File: config.mk
export PLATFORM = sky130hd
export DESIGN_NAME = lock_key_sender
export DESIGN_NICKNAME = d
export VERILOG_FILES = /design/src/rtl/lock_key_sender.sv
export SDC_FILE = /design/constraint.sdc
export NUM_CORES = 1
export LEC_CHECK = 0
export ABC_AREA = 1
export CAP_MARGIN = 20
export CORE_UTILIZATION = 50
export CTS_BUF_LIST = sky130_fd_sc_hd__clkbuf_4 sky130_fd_sc_hd__clkbuf_8 sky130_fd_sc_hd__clkbuf_16
export DETAILED_ROUTE_END_ITERATION = 8
export GPL_TIMING_DRIVEN = 0
export PLACE_DENSITY = 0.78
export SYNTH_ARGS = -nofsm -noshare
export SYNTH_HDL_FRONTEND = slang
export SYNTH_SLANG_ARGS = --single-unit
File: constraint.sdc
create_clock -name clk -period 1.4 [get_ports clk]
set_input_delay 0.28 -clock clk [delete_from_list [all_inputs] [get_ports clk]]
set_output_delay 0.28 -clock clk [all_outputs]
set_load 0.005 [all_outputs]
File: src/rtl/lock_key_sender.sv
// lock_key_sender: derives a key/kind from a 4x8 code table, offers it to the lock responder, retries on timeout.
// Latency: start in cycle 0, key_valid in cycle 2, WAIT from cycle 3, earliest done in cycle 4.
// Backpressure: key_o/kind_o are held with key_valid high until key_ready; after that, waits up to TIMEOUT cycles for unlock_i.
//
// Ports:
//   clk, rst                  clock and asynchronous active-high reset
//   tbl_we/tbl_addr/tbl_wdata code table write port; a write lands only while idle
//   start, busy               sequence launch and in-progress flag
//   kind_o, key_o, key_valid  value offered to the responder, with its valid
//   key_ready                 responder accept
//   unlock_i                  responder unlock indication, looked at only while waiting
//   done, pass, fail, tries   end-of-sequence pulse, sticky result, handshake count

module lock_key_sender #(
   parameter int MAX_TRIES = 3,    // 1..3, fits the 2-bit tries counter
   parameter int TIMEOUT   = 15    // 1..15, fits the 4-bit timer
) (
   input  logic       clk,
   input  logic       rst,
   input  logic       tbl_we,
   input  logic [1:0] tbl_addr,
   input  logic [7:0] tbl_wdata,
   input  logic       start,
   output logic       busy,
   output logic [1:0] kind_o,
   output logic [3:0] key_o,
   output logic       key_valid,
   input  logic       key_ready,
   input  logic       unlock_i,
   output logic       done,
   output logic       pass,
   output logic       fail,
   output logic [1:0] tries
);

   localparam logic [2:0] IDLE = 3'd0;
   localparam logic [2:0] CALC = 3'd1;
   localparam logic [2:0] SEND = 3'd2;
   localparam logic [2:0] WAIT = 3'd3;
   localparam logic [2:0] DONE = 3'd4;

   localparam logic [3:0] TMO_LAST  = 4'(TIMEOUT - 1);
   localparam logic [1:0] TRIES_MAX = 2'(MAX_TRIES);

   logic [2:0] state;
   logic [2:0] state_nxt;
   logic [3:0] timer;
   logic [7:0] tbl [4];

   logic [3:0] key_calc;
   logic [1:0] kind_calc;
   logic       handshake;
   logic       timeout_hit;

   // Only entries 1 and 3 feed the key; the rest of the table is held for software.
   logic unused_tbl_bits;
   assign unused_tbl_bits = ^{tbl[0], tbl[2], tbl[1][7:5], tbl[3][7:5]};

   // The 4-bit sum drops the carry on its own, which gives the mod-16 key.
   assign key_calc  = tbl[1][3:0] + tbl[3][3:0];
   assign kind_calc = (tbl[1][4] && tbl[3][4]) ? 2'b10 : 2'b11;

   assign busy        = (state != IDLE);
   assign key_valid   = (state == SEND);
   assign done        = (state == DONE);
   assign handshake   = key_valid && key_ready;
   // An unlock in the last wait cycle still counts as a pass.
   assign timeout_hit = (state == WAIT) && !unlock_i && (timer == TMO_LAST);

   always_comb begin
      state_nxt = state;
      case (state)
         IDLE: if (start) state_nxt = CALC;
         CALC: state_nxt = SEND;
         SEND: if (handshake) state_nxt = WAIT;
         WAIT: begin
            if (unlock_i) begin
               state_nxt = DONE;
            end else if (timeout_hit) begin
               state_nxt = (tries == TRIES_MAX) ? DONE : SEND;
            end
         end
         DONE: state_nxt = IDLE;
         default: state_nxt = IDLE;
      endcase
   end

   always_ff @(posedge clk or posedge rst) begin
      if (rst) begin
         state  <= IDLE;
         timer  <= 4'h0;
         tries  <= 2'd0;
         pass   <= 1'b0;
         fail   <= 1'b0;
         key_o  <= 4'h0;
         kind_o <= 2'b00;
         for (int i = 0; i < 4; i++) begin
            tbl[i] <= 8'h00;
         end
      end else begin
         state <= state_nxt;

         // A write in the same cycle as start lands before CALC reads the table.
         if ((state == IDLE) && tbl_we) begin
            tbl[tbl_addr] <= tbl_wdata;
         end

         case (state)
            IDLE: begin
               if (start) begin
                  pass  <= 1'b0;
                  fail  <= 1'b0;
                  tries <= 2'd0;
               end
            end
            CALC: begin
               key_o  <= key_calc;
               kind_o <= kind_calc;
            end
            SEND: begin
               if (handshake) begin
                  tries <= tries + 2'd1;
                  timer <= 4'h0;
               end
            end
            WAIT: begin
               // The result is set on the way into DONE, so it is visible alongside done.
               if (unlock_i) begin
                  pass <= 1'b1;
               end else if (timeout_hit) begin
                  if (tries == TRIES_MAX) begin
                     fail <= 1'b1;
                  end
               end else begin
                  timer <= timer + 4'h1;
               end
            end
            default: ;
         endcase
      end
   end

endmodule
Yosys cells after proc, flatten, opt, wreduce, memory -nomap -nowiden --
Index checks and enable logic that the tools add are counted.
Storage, ports and cells: register bits after elaboration 49, word-level logic and storage cells 72, output and inout bits 13, input port bits 16
Operators by class: bitwise gates (word level) 1, reductions and logical operators 17, eq/ne operators 14, $lt $le $gt $ge 2, muxes and demuxes 24, $add $sub $neg 3
Operator list (count):
- bitwise mux 32 bit | 1
- demux 8 bit (select 2 bit) | 1
- two-way mux 3 bit | 5
- two-way mux 4 bit | 3
- one-hot mux 3 bit (4 select lines) | 1
- != test 2 bit, second input constant | 5
- AND reduction 3 bit | 3
- two-way mux 8 bit | 1
- one-hot mux 4 bit (2 select lines) | 1
- == test 3 x 2 -> 1 bit, second input constant | 2
- logical AND 1 bit | 6
- two-way mux 1 bit | 6
- nonzero test 2 bit | 3
- AND reduction 5 bit | 1
- adder 4 x 1 -> 4 bit, second input constant | 1
- adder 4 bit | 1
- == test 4 bit, second input constant | 1
- two-way mux 2 bit | 2
- != test 2 x 1 -> 1 bit, second input constant | 2
- one-hot mux 1 bit (2 select lines) | 2
- one-hot mux 2 bit (2 select lines) | 1
- AND reduction 4 bit | 1
- == test 3 x 1 -> 1 bit, second input constant | 1
- == test 3 bit, second input constant | 1
- other kinds (9) | 9

Logic depth before layout (Yosys ltp) --
depth after elaboration 6, mapped depth 9, gate-level depth less buffers 9

Worst setup path after synthesis --
OpenSTA, ideal clock, no wires.
kind reg2reg, start register state[2], end register tbl[19] (netlist bit), period minus slack after synthesis 1.264 ns, arrival 1.147 ns, path buffers 0, stages on the path, launching flop included 7, setup slack 0.136 ns, path through dfrtp_1 nor2_2 nand2_2 nor2_4 nand3b_4 nand2_1 o21ai_2
Between the ends: word-level cells in the longest chain between the ends 2
RTL lines:
- start: declaration | RTL line 45 | logic [2:0] state;
- start signal: assignment | RTL line 101 | state <= state_nxt;
- logical NOT 3 bit | RTL line 104 | if ((state == IDLE) && tbl_we) begin
- logical AND 1 bit | RTL line 104
- end signal: indexed assignment | RTL line 105 | tbl[tbl_addr] <= tbl_wdata;
- end: declaration | RTL line 48 | logic [7:0] tbl [4];
No other way between the ends. A chain may end at the register's enable or synchronous reset.

Worst setup path after layout --
start register state[0], end output port key_valid
Between the ends: word-level cells in the longest chain between the ends 1
RTL lines:
- == test 3 x 2 -> 1 bit | RTL line 64 | assign key_valid = (state == SEND);
- end: declaration | RTL line 27 | output logic key_valid,
No other way between the ends.

==> results.ini <==
[run_status]
status=finished with violations
violations=negative setup slack

[yosys]
async_flop_share_pct=100.0
synth_seq_area_share_pct=47.66
synth_adder_area_share_pct=6.708
yosys.area_share.simple_pct=29.48
synth_edf_count=0
synth_cells=163
synth_top_family_by_area=simple AND/OR/NAND/NOR gates
syn_area_per_cell_um2=8.697
synthDistinctLibCells=29
synth_top_area_cell=dfrtp_1
yosys.area.top_type_share_pct=47.66
yosysWarnings=0
synthMuxAreaShare_pct=0
yosys-top-cells-area=dfrtp_1, nand2_1, inv_1, ha_1, nand3_1
synth_xor_area_share_pct=1.853
syn-num-nets=186
synth_seq_cells=27
synth_compound_area_share_pct=7.679
syn_area_um2=1418
synth_ff_type=dfrtp_1

[worst_setup_path]
crit_start=state[0]
path_buf_inv=3
cp_top_family=flip-flops
end_kind=primary output
worst-setup-path-type=register to primary output
crit_chain=buf_6, inv_6, nand2_4, nor2_4, buf_2
required_ps=1120
worstPathMaxFanout=3
arrival_ps=1260
cp-start-kind=register
crit_path_top_delay_cell=dfrtp_1
cp-endpoint=key_valid
reg2reg_to=timer[0]
r2r-start=state[0]
cp_num_cells=5
reg2regPathDepth=10
r2r_setup_slack_ps=-130
max_stage_delay_ps=460

[placement]
gp_congestion=0.8284
place_hpwl_mm=2.000
port_buffers=25

[cts]
htreeDepth=1
clock_sinks=27
clk_pin_slew_ps=170
cts_tree=built
clkLatencyLatePin_ps=360
cts_buffers=3
cts_buffer_depth=2
cts_root_buffer=clkbuf_4

[layout]
syn_to_final_growth_pct=54.81
drive_gt1_share_pct=40.36
antenna_cells=0
final_net_count=247

[routing]
vias=1401
drt-initial-drc-count=67
wl_per_cell_um=18.08
first_pass_iters=4
drc=0
ant_nets=0
vias_per_cell=5.538
wl_mm=4.574

[global_routing]
grt_pass1_vias=1155
grtUsageTotal_pct=21.88
antenna_found_initial=0
grt_first_pass_wirelength_mm=5.161
grt_overflow=0
grt_max_degree=28

[timing]
tightest_slew_ps=419.2
hold_ws_ps=105.5
fin_crit_ps=1542
max_slew_margin_pct=71.97
setup_slack_ps=-142.1
fin_worst_skew_ps=4.920
finalCritPeriodShare_pct=110.2
setup_tns_ps=-2207
setup_viol=26
fmax_mhz=648.5
drv_slew=0
rsz0062_at_grt=true
hold_viol_final=0

[die]
rows=18
start_util_pct=55.21
dieWidth_um=55.25
core_um2=2567
dieHeight_um=55.25
io_pins=29
dieArea_um2=3052

[run]
maxCapViolations=0

[power_and_ir_drop]
leakage_nw=1.106
power.density_nw_per_um2=2179
ir_worst_vdd_uv=1698

[worst_hold_path]
min-delay-path-class=input pin to async pin

==> report_power, final <==
part           internal, mW  switching [mW]  leakage (nW)
logic                  1.42            1.63         0.756
registers              1.09           0.253         0.336
clock network         0.110           0.280        0.0139
==> flip-flops by register name (all words and copies together), names as in the netlist <==
| signal | flops |
|---|---|
| pass | 1 |
| tries | 2 |
| kind_o | 2 |
| timer | 4 |
| state | 3 |
| tbl | 10 |
| fail | 1 |
| key_o | 4 |
==> layer usage <==
layer  track usage, %  part of all wire (%)  wire length [µm]  up-vias
met1            28.04                    39              1776      668
met2            38.21                    50              2297       73
met4            8.214                   4.9               223        0
met3            2.108                   6.1               277       19
met5                0                     0                 0        -
li1                 -                     -                 -      641
==> final cells by class <==
type / count / area [µm²]
timing repair buffer: 55 / 518.0
inverter: 25 / 106.4
multi-input combinational: 112 / 824.5
clock inverter: 1 / 7.507
tap: 30 / 37.54
fill: 134 / 372.9
clock buffer: 3 / 22.52
sequential: 27 / 678.2
==> kinds of logic (layout without fill, tap and decap cells) <==
logic type | count (synthesis) | in the layout
simple gates | 82 | 83
flops | 27 | 27
buf+inv | 25 | 84
compound gates | 19 | 19
fa+ha+maj | 7 | 7
xor+xnor | 3 | 3
==> timing repair <==
item,in CTS,in global routing
setup buffers,14,15
cloned,0,1
resized for setup,33,52
setup endpoints to repair,13,28
hold buffers,0,0
pin swaps,3,16
==> per-stage QoR <==
stage | instance area [µm²] | worst slack (ps) | std cells | utilization [%] | power, mW
2_1_floorplan | 1418 | 135.6 | 163 | - | 2.410
3_3_place_gp | 1705 | -197.2 | 218 | 66.42 | 2.910
3_5_place_dp | 1705 | -214.5 | 218 | 66.42 | 3.004
4_1_cts | 1849 | -143.0 | 236 | 72.03 | 3.667
5_1_grt | 2195 | -188.9 | 253 | 85.48 | 5.013
6_report | 2195 | -142.1 | 253 | 85.48 | 4.782
==> synthesized netlist by cell type, types with 2 or more instances <==
| master | count |
|---|---|
| inv_2 | 4 |
| nand2_2 | 5 |
| ha_1 | 6 |
| nor2_1 | 7 |
| nand2_1 | 44 |
| xnor2_1 | 2 |
| or2_2 | 2 |
| nor3_1 | 3 |
| nor2_4 | 2 |
| inv_1 | 21 |
| dfrtp_1 | 27 |
| o21ai_2 | 2 |
| o21ai_1 | 9 |
| nand3_1 | 11 |
| o21ai_0 | 4 |
==> cells in the final DEF (no fill, tap or decap), types with 4 or more instances in the layout <==
cell type / instances
nand3_4: 4
dfrtp_1: 25
nor2_1: 4
nand2_4: 5
o21ai_1: 6
nor2_4: 5
inv_2: 5
nand2_1: 35
dlygate4sd2_1: 10
o21ai_2: 7
ha_1: 4
buf_6: 10
clkdlybuf4s50_1: 12
inv_1: 17
buf_4: 18
nand2_2: 9
nand3_1: 8
==> how the worst min path moves through the flow <==
stage | endpoint | slack [ps] | cells after the start
2_1_floorplan | fail | 330 | 1
3_3_place_gp | kind_o[0] | 430 | 1
3_5_place_dp | kind_o[0] | 450 | 1
4_1_cts | tbl[1] | 470 | 3
5_1_grt | key_o[0] | 120 | 2
6_report | timer[2] | 110 | 2
No activity file was read; power rests on OpenSTA's default activity.
